**src/rtl/calc_pkg.sv**
```systemverilog
// Shared types and constants for the sequential binary-to-BCD converter.
package calc_pkg;

  localparam int unsigned BCD_W = 4;

  typedef enum logic [1:0] {
    IDLE,
    SHIFT,
    DONE
  } state_t;

  // Smallest digit count whose decimal range exceeds 2^bits.
  function automatic int unsigned min_digits(input int unsigned bits);
    longint unsigned limit;
    longint unsigned pow;
    int unsigned     d;
    limit = 64'd1 << bits;
    pow   = 64'd10;
    d     = 1;
    for (int unsigned i = 0; i < 20; i++) begin
      if (pow <= limit) begin
        pow = pow * 64'd10;
        d   = d + 1;
      end
    end
    return d;
  endfunction

endpackage

```
**src/rtl/bcd_add3.sv**
```systemverilog
// Double-dabble digit correction: adds 3 to a BCD digit of 5 or more.
module bcd_add3
  import calc_pkg::*;
(
  input  logic [BCD_W-1:0] digit,
  output logic [BCD_W-1:0] corrected
);

  always_comb begin
    corrected = digit;
    if (digit >= BCD_W'(5)) corrected = digit + BCD_W'(3);
  end

endmodule

```
**src/rtl/bin2bcd_seq.sv**
```systemverilog
// Sequential double-dabble binary-to-BCD converter with valid/ready handshakes.
// Optional macro BIN2BCD_SIGNED_EN: two's-complement input and a neg output.
module bin2bcd_seq
  import calc_pkg::*;
#(
  parameter int unsigned BITS   = 16,
  parameter int unsigned DIGITS = 5
) (
  input  logic                    clk,
  input  logic                    rst,
  input  logic                    in_valid,
  output logic                    in_ready,
  input  logic [BITS-1:0]         value,
  output logic                    out_valid,
  input  logic                    out_ready,
  output logic [BCD_W*DIGITS-1:0] bcd,
  output logic [DIGITS-1:0]       blank
`ifdef BIN2BCD_SIGNED_EN
  ,
  output logic                    neg
`endif
);

  localparam int unsigned CNT_W = $clog2(BITS + 1);
  localparam int unsigned ACC_W = BCD_W * DIGITS;
`ifdef BIN2BCD_SIGNED_EN
  localparam int unsigned MAG_BITS = BITS - 1;
`else
  localparam int unsigned MAG_BITS = BITS;
`endif
  localparam logic [DIGITS-1:0] BLANK_RST = {DIGITS{1'b1}} << 1;

  if (DIGITS < min_digits(MAG_BITS)) begin : g_digits_too_small
    $error("bin2bcd_seq: DIGITS too small for BITS");
  end

  state_t             state;
  state_t             state_next;
  logic [ACC_W-1:0]   acc;
  logic [ACC_W-1:0]   acc_fixed;
  logic [BITS-1:0]    operand;
  logic [BITS-1:0]    mag;
  logic [CNT_W-1:0]   count;
  logic [DIGITS-1:0]  blank_next;
  logic               zero_above;
`ifdef BIN2BCD_SIGNED_EN
  logic               neg_pend;
`endif

  for (genvar gi = 0; gi < DIGITS; gi++) begin : g_digit
    bcd_add3 u_add3 (
      .digit    (acc[gi*BCD_W +: BCD_W]),
      .corrected(acc_fixed[gi*BCD_W +: BCD_W])
    );
  end

  always_comb begin
`ifdef BIN2BCD_SIGNED_EN
    mag = value[BITS-1] ? -value : value;
`else
    mag = value;
`endif
  end

  always_comb begin
    blank_next = '0;
    zero_above = 1'b1;
    for (int unsigned i = DIGITS - 1; i >= 1; i--) begin
      zero_above    = zero_above && (acc[i*BCD_W +: BCD_W] == '0);
      blank_next[i] = zero_above;
    end
  end

  assign in_ready  = (state == IDLE);
  assign out_valid = (state == DONE);

  always_ff @(posedge clk) begin
    if (rst) state <= IDLE;
    else     state <= state_next;
  end

  // The count==0 SHIFT cycle only latches the result, giving BITS+1 cycles to out_valid.
  always_comb begin
    state_next = state;
    case (state)
      IDLE:    if (in_valid) state_next = SHIFT;
      SHIFT:   if (count == '0) state_next = DONE;
      DONE:    if (out_ready) state_next = IDLE;
      default: state_next = IDLE;
    endcase
  end

  always_ff @(posedge clk) begin
    if (rst) begin
      acc      <= '0;
      operand  <= '0;
      count    <= '0;
      bcd      <= '0;
      blank    <= BLANK_RST;
`ifdef BIN2BCD_SIGNED_EN
      neg_pend <= 1'b0;
      neg      <= 1'b0;
`endif
    end else begin
      case (state)
        IDLE: begin
          if (in_valid) begin
            acc      <= '0;
            operand  <= mag;
            count    <= CNT_W'(BITS);
`ifdef BIN2BCD_SIGNED_EN
            neg_pend <= value[BITS-1];
`endif
          end
        end
        SHIFT: begin
          if (count != '0) begin
            {acc, operand} <= {acc_fixed[ACC_W-2:0], operand, 1'b0};
            count          <= count - 1'b1;
          end else begin
            bcd   <= acc;
            blank <= blank_next;
`ifdef BIN2BCD_SIGNED_EN
            neg   <= neg_pend;
`endif
          end
        end
        default: ;
      endcase
    end
  end

endmodule
```
**config.mk**
```make
export PLATFORM = sky130hd
export DESIGN_NAME = bin2bcd_seq
export DESIGN_NICKNAME = d
export VERILOG_FILES = /design/src/rtl/calc_pkg.sv /design/src/rtl/bcd_add3.sv /design/src/rtl/bin2bcd_seq.sv
export SDC_FILE = /design/constraint.sdc
export NUM_CORES = 1
export LEC_CHECK = 0
export CORE_MARGIN = 4
export CORE_UTILIZATION = 58
export CTS_CLUSTER_SIZE = 10
export DETAILED_ROUTE_END_ITERATION = 8
export GPL_TIMING_DRIVEN = 0
export PLACE_DENSITY_LB_ADDON = 0.1
export SYNTH_ARGS = -nofsm -noshare
export SYNTH_HDL_FRONTEND = slang
export SYNTH_SLANG_ARGS = --single-unit
```
**constraint.sdc**
```tcl
create_clock -name clk -period 4.89 [get_ports clk]
set_input_delay 1.467 -clock clk [delete_from_list [all_inputs] [get_ports clk]]
set_output_delay 1.467 -clock clk [all_outputs]
set_load 0.02 [all_outputs]
```
==> results of run 1 <==
==> path summary, 6_finish.rpt <==
kind               endpoint  depth (start not counted)  startpoint  slack, ns
setup / recovery  out_valid                          2    state[1]       1.86
hold / removal      bcd[18]                          2     bcd[18]       0.45
setup reg to reg    acc[11]                          8    count[0]       2.85
hold reg to reg     bcd[18]                          2     bcd[18]       0.45
==> per-stage QoR <==
| step | utilization | area, um^2 |
|---|---|---|
| finish | 0.7518 | 3889 |
| global route | 0.7518 | 3889 |
| CTS | 0.7518 | 3889 |
| detailed placement | 0.7051 | 3647 |
| global placement | 0.7051 | 3647 |
| floorplan | - | 3119 |
==> per-layer routing <==
layer	vias up	routed length, um
met3	21	466
met4	0	212
li1	1442	-
met1	1367	3359
met5	-	0
met2	104	3339
==> layout make-up <==
| cell class | instances | area, um^2 |
|---|---|---|
| Buffer | 27 | 120.1 |
| Tap cell | 70 | 87.58 |
| Inverter | 12 | 45.04 |
| Timing Repair Buffer | 44 | 440.4 |
| Clock buffer | 11 | 141.4 |
| Fill cell | 393 | 1284 |
| Sequential cell | 67 | 1341 |
| Clock inverter | 5 | 100.1 |
| Multi-Input combinational cell | 277 | 1613 |
==> worst register-to-register path, delay by kind of cell (launching register included) <==
family | cells | cell delay (ns)
buffers and inverters | 3 | 0.70
adder cells (fa/ha/maj) | 1 | 0.23
AO/OA/AOI/OAI | 1 | 0.20
flip-flops | 1 | 0.39
AND/OR/NAND/NOR | 3 | 0.42
==> cell families after synthesis <==
kind of cell	Yosys count
AND/OR/NAND/NOR	163
AO/OA/AOI/OAI	91
flip-flops	67
buffers and inverters	39
adder cells (fa/ha/maj)	14
multiplexers	5
XOR/XNOR	3
other	1
==> where the power goes <==
group	switching (uW)	internal, uW
registers	19.6	575
clock network	207	351
logic	132	79.4
==> sequential cells by signal, indices dropped and copies added, names as in the netlist <==
| signal | cells |
|---|---|
| count | 5 |
| bcd | 20 |
| blank | 4 |
| operand | 16 |
| state | 2 |
| acc | 20 |
==> synth_stat cells, drive strengths merged (2+ instances only) <==
cell type  instances
a211o              2
a21o               6
a21oi             36
a311oi            15
a31oi              4
buf                9
clkbuf            18
dfxtp             67
ha                14
inv               12
mux2               5
nand2             76
nand2b             6
nand3             13
nand4b             5
nor2              29
nor2b              3
nor3               7
nor3b              5
nor4               2
o21ai             21
o22ai              5
or3                7
or3b               2
or4                3
or4b               2
xor2               2
==> results.sh, run 1 <==
export IMPL_syn_avg_cell_area_um2=8.144
export IMPL_grt_busiest_layer="met2"
export IMPL_netlist_area_leader_share=0.4300
export IMPL_finalHoldViolCount=0
export IMPL_setup_viol_count_final=0
export IMPL_final_common_cell="nand2_1"
export IMPL_p_total_uw=1364
export IMPL_required_ns=3.42
export IMPL_synth_edff_count=0
export IMPL_outcome="finished, final reports clean"
export IMPL_grt_max_degree=12
export IMPL_holdBufCountCts=0
export IMPL_final_cells=513
export IMPL_synth_cell_type_count=42
export IMPL_grt_pass1_wl_um=12490
export IMPL_syn_cell_area_mm2=0.003119
export IMPL_synth_simple_area_share=0.2539
export IMPL_grt_usage=0.2470
export IMPL_grt_overflow_total=0
export IMPL_period_needed_ns=3.034
export IMPL_slew_headroom=0.6043
export IMPL_synth_top_family_by_area="simple AND/OR/NAND/NOR gates"
export IMPL_fp_row_count=26
export IMPL_grt_util_met3=0.05100
export IMPL_vias=2934
export IMPL_place_inst=497
export IMPL_critPathArrivalTime_ns=1.57
export IMPL_tightestPinTransition_ns=0.5935
export IMPL_path_clk_slew_ns=0.07
export IMPL_clk_latency_ns=0.35
export IMPL_slowest_stage="clkdlybuf4s50_1"
export IMPL_worst_setup_path_end_kind="output port"
export IMPL_grt_use_met1=0.3297
export IMPL_clockBufferDepth=2
export IMPL_wl_per_cell_um=14.38
export IMPL_viasPerCell=5.719
export IMPL_synth_xor_area_frac=0.008424
export IMPL_synth_fa_ha_area_frac=0.05616
export IMPL_synthCells=383
export IMPL_h_tree_depth=3
export IMPL_yosysTopAreaCell="dfxtp_1"
export IMPL_totalWireLength_um=7377
export IMPL_dieWidth_um=81.34
export IMPL_cts_buffers=9
export IMPL_gr_usage_met2=0.3738
export IMPL_die_area_mm2=0.006615
export IMPL_ys_seq_area_frac=0.4300
export IMPL_slowest_delay_ns=0.62
export IMPL_ys_async_sr_fraction=0
export IMPL_grt_antenna_before_repair=0
export IMPL_initial_utilization=0.6030
export IMPL_synthFlopType="dfxtp_1"
export IMPL_first_pass_iters=5
export IMPL_crit_buf_inv=1
export IMPL_startpoint_type="flip-flop"
export IMPL_drc=0
export IMPL_grt_pass1_vias=2737
export IMPL_antenna_left=0
export IMPL_antenna_cells=0
export IMPL_synth_warnings=0
export IMPL_syn_num_nets=417
export IMPL_synth_seq_cells=67
export IMPL_postCtsSetupBuffers=0
export IMPL_nets=472
export IMPL_p_leak_uw=0.001411
export IMPL_io_buffer_count=44
export IMPL_muxShareOfSynthArea=0.01805
export IMPL_ir_drop_uv=263.5
export IMPL_rsz0062_at_grt="no"
export IMPL_final_cell_mix="nand2_1, dfxtp_1, clkdlybuf4s50_1"
export IMPL_period_share=0.6205
export IMPL_synth_compound_area_share=0.1793
export IMPL_holdWs_ns=0.4525
export IMPL_maxSlewViolCount=0
export IMPL_drive_gt1_frac=0.06772
export IMPL_io_pin_count=47
export IMPL_setup_ws_ns=1.856
export IMPL_synth_area_leaders="dfxtp_1, nand2_1, a21oi_1"
export IMPL_dp_hpwl_um=5033
export IMPL_powerDensity_mw_per_mm2=350.8
export IMPL_cts_resized=0
export IMPL_fp_dieH_um=81.34
export IMPL_max_cap_viol_count=0
export IMPL_area_growth_pct=24.67
export IMPL_dp_slack_ns=1.575
export IMPL_skew_ns=0.009307
export IMPL_drt_iter0_markers=187
export IMPL_clock_sinks=67
export IMPL_timing_setup_tns_ns=0
export IMPL_hp_class="reg2reg"
export IMPL_cpLargestDelayFamily="buffers and inverters"
export IMPL_worstPathMaxFanout=6
export IMPL_cts_root_buf="clkbuf_8"
export IMPL_core_mm2=0.005172
export IMPL_gp_congestion=0.8260
export IMPL_crit_type="reg2out"
export IMPL_fmax_ghz=0.3296
export IMPL_path_cells="nor2b_1, clkdlybuf4s50_1"
export IMPL_cts_tree="built"
(Power assumes the default switching activity.)
==> run 2, diff against run 1 <==
Settings changed: CORE_UTILIZATION 58 to 54.
Clock period 4.89 ns to 3 ns, I/O delays scaled along.
==> results.sh, run 2 (synthesis gave the netlist of run 1 again) <==
export IMPL_outcome="finished, final reports clean"
export IMPL_cts_resized=0
export IMPL_clk_latency_ns=0.35
export IMPL_dieWidth_um=84
export IMPL_postCtsSetupBuffers=0
export IMPL_holdBufCountCts=0
export IMPL_startpoint_type="flip-flop"
export IMPL_area_growth_pct=22.34
export IMPL_grt_pass1_vias=2813
export IMPL_grt_max_degree=11
export IMPL_setup_viol_count_final=0
export IMPL_drt_iter0_markers=195
export IMPL_h_tree_depth=3
export IMPL_p_total_uw=1977
export IMPL_io_pin_count=47
export IMPL_required_ns=2.10
export IMPL_grt_pass1_wl_um=13030
export IMPL_finalHoldViolCount=0
export IMPL_die_area_mm2=0.007056
export IMPL_totalWireLength_um=7769
export IMPL_cts_buffers=9
export IMPL_rsz0062_at_grt="no"
export IMPL_period_needed_ns=2.458
export IMPL_vias=2927
export IMPL_top_regs="acc: 20 flops, bcd: 20 flops, operand: 16 flops"
export IMPL_cts_tree="built"
export IMPL_path_clk_slew_ns=0.07
export IMPL_wl_per_cell_um=15.14
export IMPL_grt_antenna_before_repair=0
export IMPL_clockBufferDepth=2
export IMPL_worst_setup_path_end_kind="output port"
export IMPL_io_buffer_count=44
export IMPL_timing_setup_tns_ns=0
export IMPL_drc=0
export IMPL_clock_sinks=67
export IMPL_crit_type="reg2out"
export IMPL_dp_hpwl_um=5360
export IMPL_tightestPinTransition_ns=0.5892
export IMPL_ir_drop_uv=423.3
export IMPL_gp_congestion=0.8682
export IMPL_hp_class="reg2reg"
export IMPL_antenna_left=0
export IMPL_cts_root_buf="clkbuf_8"
export IMPL_powerDensity_mw_per_mm2=518.1
export IMPL_viasPerCell=5.706
export IMPL_fp_dieH_um=84
export IMPL_final_common_cell="nand2_1"
export IMPL_maxSlewViolCount=0
export IMPL_skew_ns=0.008291
export IMPL_final_cell_mix="nand2_1, dfxtp_1, clkdlybuf4s50_1"
export IMPL_initial_utilization=0.5630
export IMPL_grt_overflow_total=0
export IMPL_grt_usage=0.2301
export IMPL_max_cap_viol_count=0
export IMPL_antenna_cells=0
export IMPL_fp_row_count=27
export IMPL_worstPathMaxFanout=6
export IMPL_p_leak_uw=0.001378
export IMPL_fmax_ghz=0.4068
export IMPL_critPathArrivalTime_ns=1.56
export IMPL_nets=472
export IMPL_drive_gt1_frac=0.06576
export IMPL_core_mm2=0.005540
export IMPL_period_share=0.8194
export IMPL_slew_headroom=0.6072
export IMPL_first_pass_iters=7
## run 2: per-layer routing
layer | wire, um | global-route usage
met2 | 3765 | 0.3774
met4 | 128 | 0.09211
met1 | 3510 | 0.2833
met5 | 0 | 0
met3 | 364 | 0.06614
## run 2: final cells by class
type	count	area, um^2
Fill cell	498	1724
Timing Repair Buffer	44	440.4
Clock inverter	3	15.01
Inverter	12	45.04
Buffer	27	120.1
Clock buffer	11	151.4
Tap cell	72	90.09
Sequential cell	67	1341
Multi-Input combinational cell	277	1613
## run 2: worst paths after layout
check / start / end / slack [ns] / cells after the start
worst max-delay path: state[1] / out_valid / 0.54 / 2
worst min-delay path: bcd[10] / bcd[10] / 0.45 / 2
worst max register to register: count[0] / acc[11] / 0.96 / 8
worst min register to register: bcd[10] / bcd[10] / 0.45 / 2
## run 2: worst max-delay path, cell delays in order (launching register included)
cell and delay [ns]:
dfxtp_1 0.40, nor2b_1 0.19, clkdlybuf4s50_1 0.63
## run 2: power breakdown
| group | internal (uW) | switching (uW) | total (uW) |
|---|---|---|---|
| Sequential | 938 | 32.2 | 970 |
| Clock | 331 | 328 | 659 |
| Combinational | 130 | 218 | 348 |
| Total | 1400 | 578 | 1980 |
## run 2: stage by stage
stage	setup WS [ns]	utilization	hold slack (ns)	area, um^2	std cells
floorplan	0.9950	-	0.4319	3119	383
global placement	0.3112	0.6588	0.4418	3650	499
detailed placement	0.2498	0.6588	0.4453	3650	499
CTS	0.5283	0.6888	0.4540	3816	513
global route	0.4286	0.6888	0.4698	3816	513
finish	0.5419	0.6888	0.4519	3816	513
==> run 3, diff against run 2 <==
Settings changed: CORE_UTILIZATION 54 to 48.
Clock period 3 ns to 2.05 ns, I/O delays scaled along.
==> results.sh, run 3 (synthesis gave the netlist of run 1 again) <==
export IMPL_outcome="finished, final reports clean"
export IMPL_fp_row_count=29
export IMPL_seqCellArea_mm2=0.001341
export IMPL_drive_gt1_frac=0.08126
export IMPL_final_area_mm2=0.003876
export IMPL_die_area_mm2=0.007852
export IMPL_antenna_cells=0
export IMPL_grt_pass1_vias=2581
export IMPL_cts_root_buf="clkbuf_8"
export IMPL_dp_hpwl_um=5191
export IMPL_fillers=593
export IMPL_grt_use_met1=0.2766
export IMPL_path_cells="inv_1, ha_2, or3b_4, or3_1, buf_4, buf_4, nand2_1, a21oi_1"
export IMPL_powerDensity_mw_per_mm2=764.2
export IMPL_initial_utilization=0.4941
export IMPL_finalHoldViolCount=0
export IMPL_holdWs_ns=0.4530
export IMPL_setup_viol_count_final=0
export IMPL_fp_dieH_um=88.61
export IMPL_postPlaceCellArea_mm2=0.003656
export IMPL_gp_congestion=0.7990
export IMPL_dieWidth_um=88.61
export IMPL_multi_input_area_mm2=0.001637
export IMPL_viasPerCell=5.454
export IMPL_final_cell_mix="nand2_1, dfxtp_1, clkdlybuf4s50_1"
export IMPL_clk_latency_ns=0.34
export IMPL_worstPathMaxFanout=10
export IMPL_area_growth_pct=24.27
export IMPL_rsz0062_at_grt="no"
export IMPL_critPathArrivalTime_ns=2.14
export IMPL_grt_pass1_wl_um=12210
export IMPL_p_leak_uw=0.001411
export IMPL_grt_max_degree=11
export IMPL_vias=2836
export IMPL_period_needed_ns=1.933
export IMPL_top_regs="acc: 20 flops, bcd: 20 flops, operand: 16 flops"
export IMPL_drt_iter0_markers=145
export IMPL_io_buffer_count=44
export IMPL_grt_antenna_before_repair=0
export IMPL_hp_class="reg2reg"
export IMPL_worst_setup_path_end_kind="flip-flop"
export IMPL_cts_buffers=9
export IMPL_clock_sinks=67
export IMPL_slowest_delay_ns=0.41
export IMPL_gr_usage_met2=0.3052
export IMPL_required_ns=2.25
export IMPL_maxSlewViolCount=0
export IMPL_antenna_left=0
export IMPL_fmax_ghz=0.5174
export IMPL_io_pin_count=47
export IMPL_r2r_worst_path_cells=8
export IMPL_grt_overflow_total=0
export IMPL_final_common_cell="nand2_1"
export IMPL_clockBufferDepth=2
export IMPL_cts_tree="built"
export IMPL_skew_ns=0.007756
export IMPL_drc=0
export IMPL_dp_slack_ns=-0.3748
export IMPL_ir_drop_uv=434.4
export IMPL_core_mm2=0.006314
export IMPL_grt_usage=0.2007
export IMPL_wl_per_cell_um=14.38
export IMPL_crit_type="reg2reg"
export IMPL_hold_depth=2
export IMPL_slew_headroom=0.6303
export IMPL_tightestPinTransition_ns=0.5545
export IMPL_slowest_stage="or3b_4"
export IMPL_totalWireLength_um=7475
export IMPL_setup_ws_ns=0.1172
export IMPL_nets=473
export IMPL_path_clk_slew_ns=0.07
export IMPL_grt_util_met3=0.04283
export IMPL_startpoint_type="flip-flop"
export IMPL_grt_busiest_layer="met2"
export IMPL_h_tree_depth=3
export IMPL_period_share=0.9428
export IMPL_cpMostUsedCell="buf_4"
export IMPL_first_pass_iters=4
export IMPL_max_cap_viol_count=0
run 3: worst max-delay path: cells and delay by family, from the launching register on:
family	cells	cell delay [ns]
AND/OR/NAND/NOR	3	0.79
adder cells (fa/ha/maj)	1	0.20
buffers and inverters	3	0.41
AO/OA/AOI/OAI	1	0.06
flip-flops	1	0.34
run 3: worst paths after layout:
check,startpoint,endpoint,slack (ns)
worst max-delay path,count[0],bcd[2],0.12
worst min-delay path,bcd[10],bcd[10],0.45
worst max register to register,count[0],bcd[2],0.12
worst min register to register,bcd[10],bcd[10],0.45
run 3: area by class of cell:
cell class                 instances  area share
timing repair buffer              45      0.1159
sequential                        67      0.3460
inverter                          12     0.01162
clock inverter                     2    0.002582
multi-input combinational        277      0.4222
tap                               77     0.02485
buffer                            27     0.03325
clock buffer                      13     0.04358
run 3: layer usage:
metal | part of all wire | wire length [um]
met3 | 0.043 | 318
met1 | 0.49 | 3680
met2 | 0.45 | 3347
met5 | 0 | 0
met4 | 0.017 | 127
run 3: where the power goes:
group | leakage [uW] | internal (uW) | switching, uW
combinational | 0.000771 | 208 | 323
clock | 0.0000953 | 528 | 484
sequential | 0.000545 | 1370 | 47.3
total | 0.00141 | 2110 | 854
run 3: metrics by stage:
step | power (uW) | utilization | TNS (ns) | cells
final | 2962 | 0.6140 | 0 | 520
after global routing | 3101 | 0.6140 | 0 | 520
after CTS | 2945 | 0.6074 | 0 | 519
after detailed placement | 1947 | 0.5791 | -8.687 | 504
after global placement | 1938 | 0.5791 | -8.605 | 504
after floorplan | 1769 | - | 0 | 383
run 3: repair_timing:
item / in CTS / in global routing
resized for setup: 2 / 15
hold endpoints to repair: 0 / 0
setup buffers: 0 / 1
hold buffers: 0 / 0
endpoints found under the setup margin: 5 / 39
==> RTL edit 1 (flow settings as in run 3) <==
The parameter `DIGITS` goes from 5 to 6.
--- a/src/rtl/bin2bcd_seq.sv
+++ b/src/rtl/bin2bcd_seq.sv
@@ -5,5 +5,5 @@
 #(
   parameter int unsigned BITS   = 16,
-  parameter int unsigned DIGITS = 5
+  parameter int unsigned DIGITS = 6
 ) (
   input  logic                    clk,
Interface: changed (resized bcd and blank); port bits go from 47 to 52. No check against the original RTL was run, so the function may have changed too.
==> RTL edit 1 against run 3 <==
- cell area increased by 15%
- total power up 20%
- sequential cell count up 9
- hold slack better by 0.00093 ns
- global-route usage grew 0.44 points
- area after synthesis up 14%
- clock skew decreased by 0.00063 ns
- count of clock-buffer cells in the layout fell by 3
- clock power up 46%
- wire length grew 14%
- setup slack worse by 0.021 ns
- critical path type unchanged
==> RTL edit 1: results (changes against run 3) <==
| Metric | Value |
|---|---|
| Peak ir drop on the vdd network | 377.8 uV (-13%) |
| Largest fanout on the critical path | 5 (-5) |
| Slack of the worst reg-to-reg path | 0.1 ns (-0.02 ns) |
| Layout sequential cell count | 76 (+13%) |
| Reg2Reg Depth | 6 (-2) |
| Layout inverter count without the clock tree | 15 (+3) |
| Registers with the most flip-flops | acc x24, bcd x24, operand x16 |
| Count of clock-net buffers in the final layout | 10 (-3) |
| Synth Area in Adders | 0.05996 (+0.003807) |
| Total of cells resized after clock tree synthesis | 13 (+11) |
| Portion of the post-synthesis area used by sequential elements | 0.4289 (-0.001080) |
| NumNets Final | 530 (+12%) |
| Routed Wire Length | 8552 um (+14%) |
| Reg-to-Reg End | blank[1] |
| Overall routing resource usage | 0.2051 (+0.004441) |
| Count of plain and timing-repair buffers in the layout | 78 (+8.3%) |
| Half-perimeter wire length of the detailed placement result | 6027 um (+16%) |
| Number of port buffers | 50 (+14%) |
| Gate Count Post-Synth | 433 (+13%) |
| Outcome | finished clean |
| Crit path arrival time | 2.24 ns (+0.10 ns) |
| Largest net degree at the start of global routing | 13 (+2) |
| Multiplexer area fraction after synthesis | 0.01693 (-0.001119) |
| Cell at the slowest stage of the critical path | sky130_fd_sc_hd__or3b_2 |
| Growth of design area from synthesis to finish | 25.75% |
| Hold WS | 0.4539 ns (+0.0009250 ns) |
| Final Cycle Share | 0.9533 (+0.01047) |
| Post-detailed-route via-to-cell ratio | 5.428 (-0.48%) |
| Drt pass-1 iters | 5 (+1) |
| Detailed Route Iter0 Violations | 158 (+9.0%) |
| Number of vias in the routed layout | 3235 (+14%) |
| Place WS | -0.7430 ns (-0.3681 ns) |
| Multi-input logic cell count | 313 (+13%) |
| Multi-input logic area | 1844 sq um (+13%) |
| Proportion of layout cells with a drive suffix above 1 | 0.09859 (+0.01733) |
| Largest clock skew in the final design | 0.007125 ns (-0.0006311 ns) |
| Distinct cell type count after synthesis | 38 (-9.5%) |
RTL edit 1: cell count changes after synthesis, sizes merged, moves of 6 or more:
cell   delta
nand3    +10
buf       +6
nand2    +14
or3       -6
mux2i     +6
dfxtp     +9
RTL edit 1: tightest hold or removal path, cell delays in order, from the launching register on:
cell and delay (ns):
sky130_fd_sc_hd__dfxtp_1 0.31, sky130_fd_sc_hd__nand2_1 0.05, sky130_fd_sc_hd__a21oi_1 0.05
RTL edit 1: metal layers:
| layer | up-vias | wire [um] | global-route usage |
|---|---|---|---|
| li1 | 1628 | - | - |
| met5 | - | 0 | 0 |
| met2 | 65 | 4095 | 0.3424 |
| met3 | 11 | 363 | 0.03926 |
| met1 | 1531 | 3957 | 0.2603 |
| met4 | 0 | 136 | 0.08063 |
RTL edit 1: power by group:
group          internal [mW]  switching (mW)
Clock                  0.924           0.542
Combinational          0.201           0.309
Sequential              1.54          0.0433
==> RTL edit 2 (flow settings as in run 3) <==
Without the edit above. The 3 states of `state_t` get a one-hot encoding in 3 bits.
--- a/src/rtl/calc_pkg.sv
+++ b/src/rtl/calc_pkg.sv
@@ -4,8 +4,8 @@
   localparam int unsigned BCD_W = 4;
 
-  typedef enum logic [1:0] {
-    IDLE,
-    SHIFT,
-    DONE
+  typedef enum logic [2:0] {
+    IDLE  = 3'b001,
+    SHIFT = 3'b010,
+    DONE  = 3'b100
   } state_t;
 
Function: same outputs for any inputs over 10 cycles, from zero or initial values and one cycle with rst high; not proved beyond that.
==> RTL edit 2 against run 3 <==
- area after synthesis is 3.0% lower
- sequential cell count rose by 1
- setup slack worse by 0.045 ns
- critical endpoint is now acc[11]
- cell area fell by 0.97%
- clock skew up 0.0026 ns
- synthesized cell count fell by 11%
- non-clock buffer count decreased by 6
- wire length decreased by 11%
- sequential share of layout area rose by 0.93 points
Power is not compared: it rests on default switching activity, and its combinational part moved more than twofold at a synthesized area within 25%.
==> RTL edit 2: results (changes against run 3) <==
| Metric | Value |
|---|---|
| Cell at the slowest stage of the critical path | sky130_fd_sc_hd__or4b_4 |
| Startpoint of the tightest hold check path | bcd[5] |
| Layout Cells excl Fill | 481 (-7.5%) |
| Half-perimeter wire length of the detailed placement result | 4639 um (-11%) |
| Distinct cell type count after synthesis | 41 (-2.4%) |
| Commonest cells in the netlist | sky130_fd_sc_hd__dfxtp_1 (68), sky130_fd_sc_hd__nand2_1 (57), sky130_fd_sc_hd__nor2_1 (43) |
| Proportion of layout cells with a drive suffix above 1 | 0.1650 (+0.08376) |
| Wire length on met1 | 3103 um (-16%) |
| Grt met3 use | 0.07096 (+0.02812) |
| Routed Wire Length | 6683 um (-11%) |
| Overall routing resource usage | 0.1834 (-0.01721) |
| Reg2Reg Depth | 9 (+1) |
| Metal3 WL | 413 um (+30%) |
| Via count of the first global-routing pass | 2384 (-7.6%) |
| Slew headroom | 0.6255 (-0.004818) |
| Largest clock skew in the final design | 0.01040 ns (+0.002642 ns) |
| Placer congestion estimate | 0.7798 (-2.4%) |
| Outcome | finished clean |
| Count of placed standard cells including taps | 461 (-8.5%) |
| Place WS | -0.2997 ns (+0.07518 ns) |
| Family with the most delay on the worst path | buffers and inverters |
| Met2 Track Usage GR | 0.2979 (-0.007289) |
| Fin worst setup slack | 0.07246 ns (-0.04477 ns) |
| Wire length of the first global-routing pass | 10900 um (-11%) |
| Total met2 wirelength after detailed routing | 3103 um (-7.3%) |
| NumNets Final | 435 (-8.0%) |
| Synthesized net count | 376 (-9.8%) |
| Hold WS | 0.4540 ns (+0.001050 ns) |
| Portion of the post-synthesis area used by sequential elements | 0.4501 (+0.02014) |
| Routing usage on met1 | 0.2270 (-0.04960) |
| Syn Area/Cell | 8.843 sq um (+8.6%) |
| Top post-synthesis cells by area | sky130_fd_sc_hd__dfxtp_1 (45%), sky130_fd_sc_hd__nand2_1 (7.1%), sky130_fd_sc_hd__a21oi_1 (5.8%) |
| Crit path arrival time | 2.26 ns (+0.12 ns) |
[RTL edit 2: layout make-up]
cell class / instances / area (sq um) / area share
tap: 75 / 93.84 / 0.02445
inverter: 13 / 48.80 / 0.01271
timing repair buffer: 48 / 481.7 / 0.1255
sequential: 68 / 1364 / 0.3553
multi-input combinational: 243 / 1550 / 0.4038
buffer: 18 / 117.6 / 0.03064
clock inverter: 6 / 55.05 / 0.01434
clock buffer: 10 / 127.6 / 0.03325
[RTL edit 2: repair_timing]
item / CTS / global route
endpoints found under the setup margin: 26 / 48
gates resized for setup: 5 / 17
pin swaps: 0 / 1
setup buffers: 0 / 4
cloned: 0 / 0
hold buffers: 0 / 0
[RTL edit 2: logic make-up (layout without fill, tap and decap cells)]
logic type      Yosys count  count (layout)  synth area share
compound gates           86              86            0.2065
xor+xnor                  7               7           0.02027
fa+ha+maj                14              14           0.05792
buf+inv                  31              95           0.05089
flops                    68              68            0.4501
mux                       5               5           0.01655
other cells               1               1          0.001240
simple gates            130             130            0.1965
